**src/rtl/sobel_x_frame_sched_pkg.sv**
```systemverilog
// Shared types and widths for the Sobel-X frame scheduler.
// Contents:
//   PIX_W   - pixel width fetched from frame memory
//   INT_W   - width of a column intermediate returned by the engine
//   COORD_W - width of the emitted pixel coordinates
//   state_t - scheduler FSM states
package sobel_pkg;

    localparam int PIX_W   = 8;
    localparam int INT_W   = 10;
    localparam int COORD_W = 16;

    typedef enum logic [2:0] {
        IDLE  = 3'd0,
        FETCH = 3'd1,
        CAPT  = 3'd2,
        CALC  = 3'd3,
        EMIT  = 3'd4,
        DONE  = 3'd5
    } state_t;

endpackage

```
**src/rtl/sobel_x_col_window.sv**
```systemverilog
// Three-column window of engine intermediates (I0 oldest, I2 newest).
// Ports:
//   clk     - rising-edge clock
//   i_rst   - synchronous active-high reset, clears the window
//   i_clr   - synchronous clear (row advance / frame start)
//   i_shift - shift in i_data: I0 <- I1 <- I2 <- i_data
//   i_data  - new column intermediate
//   o_i0    - intermediate of the left neighbour column
//   o_i2    - intermediate of the right neighbour column
module sobel_x_col_window
    import sobel_pkg::*;
(
    input  logic             clk,
    input  logic             i_rst,
    input  logic             i_clr,
    input  logic             i_shift,
    input  logic [INT_W-1:0] i_data,
    output logic [INT_W-1:0] o_i0,
    output logic [INT_W-1:0] o_i2
);

    logic [2:0][INT_W-1:0] r_win;
    logic [2:0][INT_W-1:0] w_src;

    // Each entry loads from its younger neighbour; the newest entry loads i_data.
    genvar gi;
    generate
        for (gi = 0; gi < 3; gi++) begin : g_src
            if (gi == 2) begin : g_new
                assign w_src[gi] = i_data;
            end else begin : g_old
                assign w_src[gi] = r_win[gi+1];
            end
        end
    endgenerate

    always_ff @(posedge clk) begin
        if (i_rst || i_clr) begin
            r_win <= '0;
        end else if (i_shift) begin
            r_win <= w_src;
        end
    end

    assign o_i0 = r_win[0];
    assign o_i2 = r_win[2];

endmodule

```
**src/rtl/sobel_x_frame_sched.sv**
```systemverilog
// Frame scheduler for the column-sequential Sobel-X engine.
// Fetches three vertical taps per column, streams them into the engine, keeps a
// three-column window of the returned intermediates and emits one result per
// interior pixel over a valid/ready stream.
// Ports:
//   clk, rst                 - clock, synchronous active-high reset
//   start / busy / done      - frame control
//   mem_rd/mem_addr/mem_rdata- frame memory read port (data 1 cycle after mem_rd)
//   dp_*                     - engine interface (pixel taps in, intermediates, result)
//   out_valid/out_ready      - result stream handshake
//   out_data, out_x, out_y   - Sobel-X value and its interior pixel coordinate
module sobel_x_frame_sched
    import sobel_pkg::*;
#(
    parameter int IMG_W  = 640,
    parameter int IMG_H  = 480,
    parameter int ADDR_W = 19,
    parameter int DP_LAT = 1
) (
    input  logic               clk,
    input  logic               rst,
    input  logic               start,
    output logic               busy,
    output logic               done,
    output logic               mem_rd,
    output logic [ADDR_W-1:0]  mem_addr,
    input  logic [PIX_W-1:0]   mem_rdata,
    output logic [PIX_W-1:0]   dp_current_in,
    output logic               dp_tap_first,
    input  logic [INT_W-1:0]   dp_current_intermediate,
    output logic [INT_W-1:0]   dp_left_intermediate,
    output logic [INT_W-1:0]   dp_right_intermediate,
    input  logic [INT_W-1:0]   dp_sobel_x_out,
    output logic               out_valid,
    input  logic               out_ready,
    output logic [INT_W-1:0]   out_data,
    output logic [COORD_W-1:0] out_x,
    output logic [COORD_W-1:0] out_y
);

    localparam int                  CNT_W      = $clog2(DP_LAT + 4);
    // Reads occupy counts 0..2; the intermediate is ready DP_LAT cycles after the tap-2 pixel.
    localparam logic [CNT_W-1:0]    FETCH_LAST = CNT_W'(2 + DP_LAT);
    localparam logic [COORD_W-1:0]  COL_LAST   = COORD_W'(IMG_W - 1);
    localparam logic [COORD_W-1:0]  ROW_LAST   = COORD_W'(IMG_H - 2);
    localparam logic [ADDR_W-1:0]   ROW_STRIDE = ADDR_W'(IMG_W);

    state_t               r_state, w_state_next;
    logic [CNT_W-1:0]     r_cnt;
    logic [COORD_W-1:0]   r_col, r_row;
    logic [ADDR_W-1:0]    r_row_base;   // (centre row - 1) * IMG_W
    logic [ADDR_W-1:0]    r_addr;
    logic [1:0]           r_loaded;     // columns in window this row, saturates at 3
    logic                 r_rd_dly, r_first_dly;
    logic [INT_W-1:0]     r_out_data;
    logic [COORD_W-1:0]   r_out_x, r_out_y;

    logic                 w_mem_rd, w_accept, w_row_end, w_last_row;
    logic                 w_win_clr, w_win_shift;
    logic [INT_W-1:0]     w_i0, w_i2;
    logic [ADDR_W-1:0]    w_next_col_addr;

    assign w_mem_rd        = (r_state == FETCH) && (r_cnt < CNT_W'(3));
    assign w_accept        = (r_state == EMIT) && out_ready;
    assign w_row_end       = (r_col == COL_LAST);
    assign w_last_row      = (r_row == ROW_LAST);
    assign w_next_col_addr = r_row_base + ADDR_W'(r_col) + ADDR_W'(1);
    assign w_win_clr       = ((r_state == IDLE) && start) || (w_accept && w_row_end);
    assign w_win_shift     = (r_state == CAPT);

    sobel_x_col_window u_window (
        .clk     (clk),
        .i_rst   (rst),
        .i_clr   (w_win_clr),
        .i_shift (w_win_shift),
        .i_data  (dp_current_intermediate),
        .o_i0    (w_i0),
        .o_i2    (w_i2)
    );

    // State register
    always_ff @(posedge clk) begin
        if (rst) begin
            r_state <= IDLE;
        end else begin
            r_state <= w_state_next;
        end
    end

    // Next-state logic
    always_comb begin
        w_state_next = r_state;
        case (r_state)
            IDLE:    if (start) w_state_next = FETCH;
            FETCH:   if (r_cnt == FETCH_LAST) w_state_next = CAPT;
            CAPT:    w_state_next = (r_loaded >= 2'd2) ? CALC : FETCH;
            CALC:    if (r_cnt == CNT_W'(1)) w_state_next = EMIT;
            EMIT:    if (out_ready) w_state_next = (w_row_end && w_last_row) ? DONE : FETCH;
            DONE:    w_state_next = IDLE;
            default: w_state_next = IDLE;
        endcase
    end

    // Datapath: counters, address generation, result capture
    always_ff @(posedge clk) begin
        if (rst) begin
            r_cnt       <= '0;
            r_col       <= '0;
            r_row       <= '0;
            r_row_base  <= '0;
            r_addr      <= '0;
            r_loaded    <= '0;
            r_rd_dly    <= 1'b0;
            r_first_dly <= 1'b0;
            r_out_data  <= '0;
            r_out_x     <= '0;
            r_out_y     <= '0;
        end else begin
            r_rd_dly    <= w_mem_rd;
            r_first_dly <= w_mem_rd && (r_cnt == '0);

            if (w_state_next != r_state) begin
                r_cnt <= '0;
            end else if ((r_state == FETCH) || (r_state == CALC)) begin
                r_cnt <= r_cnt + CNT_W'(1);
            end else begin
                r_cnt <= '0;
            end

            case (r_state)
                IDLE: begin
                    if (start) begin
                        r_row      <= COORD_W'(1);
                        r_col      <= '0;
                        r_row_base <= '0;
                        r_addr     <= '0;
                        r_loaded   <= '0;
                    end
                end
                FETCH: begin
                    // Step down one row per tap; stop after the tap-2 address.
                    if (r_cnt < CNT_W'(2)) r_addr <= r_addr + ROW_STRIDE;
                end
                CAPT: begin
                    if (r_loaded != 2'd3) r_loaded <= r_loaded + 2'd1;
                    if (r_loaded < 2'd2) begin
                        r_col  <= r_col + COORD_W'(1);
                        r_addr <= w_next_col_addr;
                    end
                end
                CALC: begin
                    if (r_cnt == CNT_W'(1)) begin
                        r_out_data <= dp_sobel_x_out;
                        r_out_x    <= r_col - COORD_W'(1);
                        r_out_y    <= r_row;
                    end
                end
                EMIT: begin
                    if (out_ready) begin
                        if (w_row_end) begin
                            if (!w_last_row) begin
                                r_row      <= r_row + COORD_W'(1);
                                r_col      <= '0;
                                r_row_base <= r_row_base + ROW_STRIDE;
                                r_addr     <= r_row_base + ROW_STRIDE;
                                r_loaded   <= '0;
                            end
                        end else begin
                            r_col  <= r_col + COORD_W'(1);
                            r_addr <= w_next_col_addr;
                        end
                    end
                end
                default: ;
            endcase
        end
    end

    // Outputs
    always_comb begin
        busy                  = (r_state != IDLE) && (r_state != DONE);
        done                  = (r_state == DONE);
        mem_rd                = w_mem_rd;
        mem_addr              = w_mem_rd ? r_addr : '0;
        // Memory data is only forwarded in the cycle after our own read, so
        // anything in flight across a reset never reaches the engine.
        dp_current_in         = r_rd_dly ? mem_rdata : '0;
        dp_tap_first          = r_first_dly;
        dp_left_intermediate  = w_i0;
        dp_right_intermediate = w_i2;
        out_valid             = (r_state == EMIT);
        out_data              = r_out_data;
        out_x                 = r_out_x;
        out_y                 = r_out_y;
    end

endmodule

```
**config.mk**
```make
export PLATFORM = sky130hd
export DESIGN_NAME = sobel_x_frame_sched
export DESIGN_NICKNAME = d
export VERILOG_FILES = /design/src/rtl/sobel_x_frame_sched_pkg.sv /design/src/rtl/sobel_x_col_window.sv /design/src/rtl/sobel_x_frame_sched.sv
export SDC_FILE = /design/constraint.sdc
export NUM_CORES = 1
export LEC_CHECK = 0
export CAP_MARGIN = 25
export CORE_ASPECT_RATIO = 1.75
export CORE_MARGIN = 3
export CORE_UTILIZATION = 45
export DETAILED_ROUTE_END_ITERATION = 8
export HOLD_SLACK_MARGIN = 0.08
export PLACE_DENSITY = 0.78
export SLEW_MARGIN = 10
export SYNTH_ARGS = -nofsm -noshare
export SYNTH_HDL_FRONTEND = slang
export SYNTH_SLANG_ARGS = --single-unit
export TNS_END_PERCENT = 30
```
**constraint.sdc**
```tcl
create_clock -name clk -period 7.7 [get_ports clk]
set_clock_uncertainty 0.1 [all_clocks]
set_input_delay 1.54 -clock clk [delete_from_list [all_inputs] [get_ports clk]]
set_output_delay 1.54 -clock clk [all_outputs]
set_load 0.02 [all_outputs]
```
; ---- Yosys cells after proc, flatten, opt, wreduce, memory -nomap -nowiden
; Cells that the tools add are included.
[classes]
add_sub_neg = 9
mul = 0
n_div = 0
n_lt_le_gt_ge = 4
n_eq_ne = 20
shifts = 0
n_mux = 36
bitwise = 1
reduce_logical = 22
[op_table]
columns = op, count
row1 = two-way mux 19 bit, 9
row2 = two-way mux 16 bit, 9
row3 = case mux 19 bit (4 select lines), 1
row4 = case mux 16 bit (3 select lines), 1
row5 = adder 19 x 10 -> 19 bit (second input constant), 2
row6 = case mux 19 bit (2 select lines), 1
row7 = adder 16 x 1 -> 16 bit (second input constant), 2
row8 = case mux 16 bit (2 select lines), 1
row9 = adder 19 x 1 -> 19 bit (second input constant), 1
row10 = adder 19 x 16 -> 19 bit, 1
row11 = equality test 16 x 10 -> 1 bit (second input constant), 1
row12 = equality test 16 x 9 -> 1 bit (second input constant), 1
row13 = subtractor 16 x 1 -> 16 bit (second input constant), 1
row14 = two-way mux 3 bit, 5
row15 = case mux 3 bit (5 select lines), 1
row16 = two-way mux 2 bit, 6
row17 = AND reduction 6 bit, 2
row18 = inequality test 2 bit (second input constant), 5
row19 = AND reduction 5 bit, 2
row20 = equality test 3 x 2 -> 1 bit (second input constant), 3
row21 = two-way mux 8 bit, 1
row22 = logical AND 1 bit, 7
row23 = equality test 3 x 1 -> 1 bit (second input constant), 2
row24 = equality test 3 bit (second input constant), 2
row25 = 17 further kinds, 25
[word_totals]
ff_bits = 152
latchBits = 0
mem_bits_rw = 0
mem_bits_ro = 0
inputBits = 32
out_inout_bits = 94
wordCells = 107
memories = 0

; ---- Longest topological paths before layout
[depth]
depth_word = 7
depth_mapped = 10

; ---- Modules after synthesis
; A second synthesis with hierarchy kept.
[hier_totals]
hier_cells = 924
area_unflattened_um2 = 7623.6
[modules_own_cells]
columns = mod, instances, cells_per_inst, area_per_inst_um2
row1 = sobel_x_frame_sched, 1, 806, 6346.1
row2 = sobel_x_col_window, 1, 118, 1277.5

; ---- Worst setup path before layout
; No wires, ideal clock.
[synth_timing]
path_type = flip-flop to output port
startpoint = register r_state[1]
endpoint = output port mem_addr[10]
arrival_time_ns = 1.870
path_slack_ns = 4.190
path_stages_with_launch = 6
path_cell_list = dfxtp_1 > buf_1 > or3b_2 > a211oi_1 > clkbuf_1 > and2_1
[synth_between]
elab_chain_cells = 3
[synth_lines]
columns = element, line
row1 = start: declaration, sobel_x_frame_sched.sv:48  ; state_t r_state, w_state_next;
row2 = start signal: assignment, sobel_x_frame_sched.sv:86  ; r_state <= w_state_next;
row3 = equality test 3 x 1 -> 1 bit, sobel_x_frame_sched.sv:63  ; assign w_mem_rd = (r_state == FETCH) && (r_cnt < CNT_W'(3));
row4 = logical AND 1 bit, sobel_x_frame_sched.sv:63
row5 = named net mem_rd, sobel_x_frame_sched.sv:25  ; output logic mem_rd,
row6 = two-way mux 19 bit, sobel_x_frame_sched.sv:184  ; mem_addr = w_mem_rd ? r_addr : '0;
row7 = end: declaration, sobel_x_frame_sched.sv:26  ; output logic [ADDR_W-1:0] mem_addr,
; The timed path passes the listed nets, and every way through them passes these cells.

; ---- Worst setup path in the final report
[layout_timing]
startpoint = register r_state[0]
endpoint = output port mem_addr[6]
[layout_between]
elab_chain_cells = 3
[layout_lines]
columns = element, line
row1 = equality test 3 x 1 -> 1 bit, sobel_x_frame_sched.sv:63
row2 = logical AND 1 bit, sobel_x_frame_sched.sv:63
row3 = two-way mux 19 bit, sobel_x_frame_sched.sv:184
; No other way between the ends.

==> metrics.log <==
INFO  metric grt_antenna_before_repair = 0
INFO  metric grt_start_max_net_pins = between 80 and 90
INFO  metric netlist-cell-type-count = approximately 60
INFO  metric die_width = 105.6 µm
INFO  metric report.final.slew_viol_count = 0
INFO  metric floorplan.core_area = roughly 0.017 mm²
INFO  metric post-synth-top-area-fraction = 37.15%
INFO  metric synth.top_cells.by_count = 163 x sky130_fd_sc_hd__nand2_1, 145 x sky130_fd_sc_hd__dfxtp_1, 92 x sky130_fd_sc_hd__nor2_1
INFO  metric maxClockFrequency = roughly 210 MHz
INFO  metric slew_headroom = between 30% and 40%
INFO  metric grt_setup_unrepaired = no
INFO  metric met2RoutedLength = between 10,000 and 15,000 µm
INFO  metric synth_top_area_cell = sky130_fd_sc_hd__dfxtp_1
INFO  metric critical_path_arrival = approximately 3.2 ns
INFO  metric grt_use_total = between 20% and 30%
INFO  metric diode_insertion_count_for_antenna_repair = 0
INFO  metric worst_hold_path.endpoint = r_addr[2]
INFO  metric cellPowerDensity = between 150 and 200 mW/mm²
INFO  metric drt_iter0_drc = about 460
INFO  metric clkLatencyLatePin = between 0.4 and 0.5 ns
INFO  metric min_period_over_period = 62.25%
INFO  metric timing.setup.critical_path_class = reg -> out
INFO  metric run_status = completed
INFO  metric synthArstFlopShare = 0%
INFO  metric nNetsFinal = between 1k and 1.5k
INFO  metric place.port_buffers = 125
INFO  metric cts_resized = 0
INFO  metric fillerInstances = around 1.6k
INFO  metric detail_route.vias_per_cell = around 5.5
INFO  metric drv_cap = 0
INFO  metric critical_path.endpoint_type = primary output
INFO  metric setup.reg_to_reg.worst_slack = roughly 4.2 ns
INFO  metric synth.area.top_cells = sky130_fd_sc_hd__dfxtp_1 37%, sky130_fd_sc_hd__nand2_1 7.8%, sky130_fd_sc_hd__xnor2_1 5.7%
INFO  metric wl_per_cell = 15.98 µm
INFO  metric cts.htree.levels = 4
INFO  metric clock_tree.buffer_depth = 2
INFO  metric antenna_violating_nets_post_route = 0
INFO  metric crit_path_start_kind = register
INFO  metric route.detailed.drc = 0
INFO  metric peak_supply_drop = between 100 and 150 µV
INFO  metric timing.setup.tns = 0 ns
INFO  metric floorplan.rows = 63
INFO  metric fp.dieArea = 0.01904 mm²
INFO  metric measured_slew_at_the_worst_slew_check_pin = approximately 0.94 ns
INFO  metric topRoutingLayerUsed = met4
INFO  metric path_clk_slew = about 0.07 ns
INFO  metric top_level_ports = 126
INFO  metric post_cts_buffers = 0
INFO  metric grt_first_pass_wirelength = approximately 34,000 µm
INFO  metric whs_path_depth = 2
INFO  metric synthesis.nets = ~1.0k
INFO  metric ys_seq_area_share = roughly 37%
INFO  metric met3_wirelength = approximately 840 µm
INFO  metric totalWireLength = ~21,000 µm
INFO  metric cts_root_buffer = sky130_fd_sc_hd__clkbuf_16
INFO  metric cts_tree = yes
INFO  metric cts_buffers = 17
INFO  metric layout_min_cycle_time = between 4 and 5 ns
INFO  metric ys_dominant_reg_cell = sky130_fd_sc_hd__dfxtp_1
INFO  metric global_route.overflow_total = 0
INFO  metric synthesis.yosys.warnings = 0
INFO  metric min_path_type = reg -> reg
INFO  metric start_point_of_the_worst_hold_path = r_addr[2]
INFO  metric leakagePower = around 3.3 nW
INFO  metric worstPathRequired = between 6 and 7 ns
INFO  metric met1Wirelength = between 8000 and 9000 µm
INFO  metric initial_utilization = between 40% and 50%
INFO  metric cts_hold_buffers = 0
INFO  metric grt_pass1_vias = around 6.8k
INFO  metric areaGrowthSynthToFinish = 23.23%
INFO  metric timing.rr.start = r_state[2]
INFO  metric die_height = approximately 180 µm
INFO  metric weighted_congestion_at_the_end_of_routability_driven_global_placement = 0.9244
INFO  metric via_count = a little over 7k
INFO  metric r2r.worst_path.cells = 7
INFO  metric ratio_of_cells_with_drive_above_1_in_the_final_layout = 8.045%
INFO  metric synth-edff-count = 0
INFO  metric dpl.hpwl = between 10,000 and 15,000 µm
INFO  metric tritoncts_num_sinks = between 100 and 150
INFO  metric setup-violations-final = 0
INFO  metric syn_area = between 0.007 and 0.008 mm²
INFO  metric post-route-cell-area = roughly 0.0096 mm²
INFO  metric postSynthAreaPerCell = between 7 and 8 µm²
INFO  metric worst-path-max-fanout = 21
INFO  metric drt_pass1_iterations = 5
INFO  metric ffs_latches_synth = between 100 and 150
INFO  metric worst_hold_slack = about 0.35 ns
INFO  metric placedInstanceArea = between 0.009 and 0.01 mm²
INFO  metric hold_violation_total_from_the_final_report = 0
INFO  metric yosysMostFrequentCell = sky130_fd_sc_hd__nand2_1
INFO  metric postSynthCellCount = a little under 1k
INFO  metric timing.rr.end = r_col[3]
[state kept, by name (all words and copies together) (netlist names)]
name / flops
dp_tap_first: 1
out_data: 10
out_x: 16
out_y: 16
r_addr: 19
r_cnt: 3
r_col: 16
r_loaded: 2
r_rd_dly: 1
r_row: 16
r_row_base: 12
r_state: 3
u_window.o_i0: 10
u_window.o_i2: 10
u_window.r_win: 10
[worst max-delay path, stage by stage, from the launching register on]
cell and delay [ns]:
sky130_fd_sc_hd__dfxtp_1 0.58, sky130_fd_sc_hd__or3b_2 0.64, sky130_fd_sc_hd__a211oi_4 0.67, sky130_fd_sc_hd__and2_1 0.23, sky130_fd_sc_hd__clkdlybuf4s50_1 0.61
[metal layers]
metal / up-vias / global-route usage, %
met1: 3353 / 24.08
met3: 55 / 3.980
met2: 205 / 39.08
met4: 0 / 9.544
li1: 3535 / -
met5: - / 0
[power by group]
part           switching, mW  total [mW]  internal, mW
clock network          0.353       0.852         0.499
registers             0.0114       0.768         0.757
logic                 0.0593       0.101        0.0419
total                  0.424        1.72          1.30
[metrics by stage]
step / util [%] / setup slack [ns] / power, mW / instances
2_1_floorplan: - / 4.190 / 0.8445 / 989
3_3_place_gp: 52.69 / 3.188 / 0.8825 / 1261
3_5_place_dp: 52.90 / 3.056 / 0.8835 / 1263
4_1_cts: 56.47 / 2.594 / 1.729 / 1295
5_1_grt: 56.56 / 2.716 / 1.777 / 1296
6_report: 56.56 / 2.907 / 1.721 / 1296
[layout make-up]
class                           instances  area (µm²)  area share, %
Clock buffer                           18       439.2          4.561
Tap cell                              227       284.0          2.950
Multi-Input combinational cell        744        4448          46.19
Inverter                               14       52.55         0.5457
Timing Repair Buffer                  134        1334          13.85
Clock inverter                         14       168.9          1.754
Sequential cell                       145        2903          30.15
[cells in the final DEF, fill, tap and decap left out, types with 9 or more instances in the layout]
cell	netlist	final
sky130_fd_sc_hd__nand2_1	163	163
sky130_fd_sc_hd__dfxtp_1	145	145
sky130_fd_sc_hd__clkdlybuf4s50_1	0	124
sky130_fd_sc_hd__nor2_1	92	91
sky130_fd_sc_hd__a21oi_1	66	66
sky130_fd_sc_hd__xnor2_1	51	51
sky130_fd_sc_hd__and2_1	40	40
sky130_fd_sc_hd__nor3_1	38	37
sky130_fd_sc_hd__nand3_1	30	30
sky130_fd_sc_hd__a21oi_2	30	30
sky130_fd_sc_hd__o21ai_0	26	25
sky130_fd_sc_hd__ha_1	22	22
sky130_fd_sc_hd__a211oi_1	22	21
sky130_fd_sc_hd__xor2_1	19	19
sky130_fd_sc_hd__clkbuf_16	0	17
sky130_fd_sc_hd__inv_1	14	14
sky130_fd_sc_hd__nor4_1	13	13
sky130_fd_sc_hd__nand4_1	13	13
sky130_fd_sc_hd__nand2b_1	9	9
sky130_fd_sc_hd__or3_1	9	9
[logic make-up (layout without fill, tap and decap cells)]
| logic type | Yosys count | after routing | synth area share, % |
|---|---|---|---|
| compound gates | 193 | 193 | 16.56 |
| xor+xnor | 70 | 70 | 7.846 |
| fa+ha+maj | 22 | 22 | 3.523 |
| buf+inv | 100 | 180 | 6.245 |
| flops | 145 | 145 | 37.15 |
| mux | 3 | 3 | 0.3843 |
| simple gates | 456 | 456 | 28.29 |
[worst max-delay path by stage]
stage	from	to	slack [ns]	cells past startpoint
CTS	r_state[0]	mem_addr[6]	2.59	4
global route	r_state[0]	mem_addr[10]	2.72	4
floorplan	r_state[1]	mem_addr[10]	4.19	5
finish	r_state[0]	mem_addr[6]	2.91	4
global placement	r_state[0]	mem_addr[1]	3.19	4
detailed placement	r_state[0]	mem_addr[11]	3.06	4
Power figures use the tool's default switching activity.
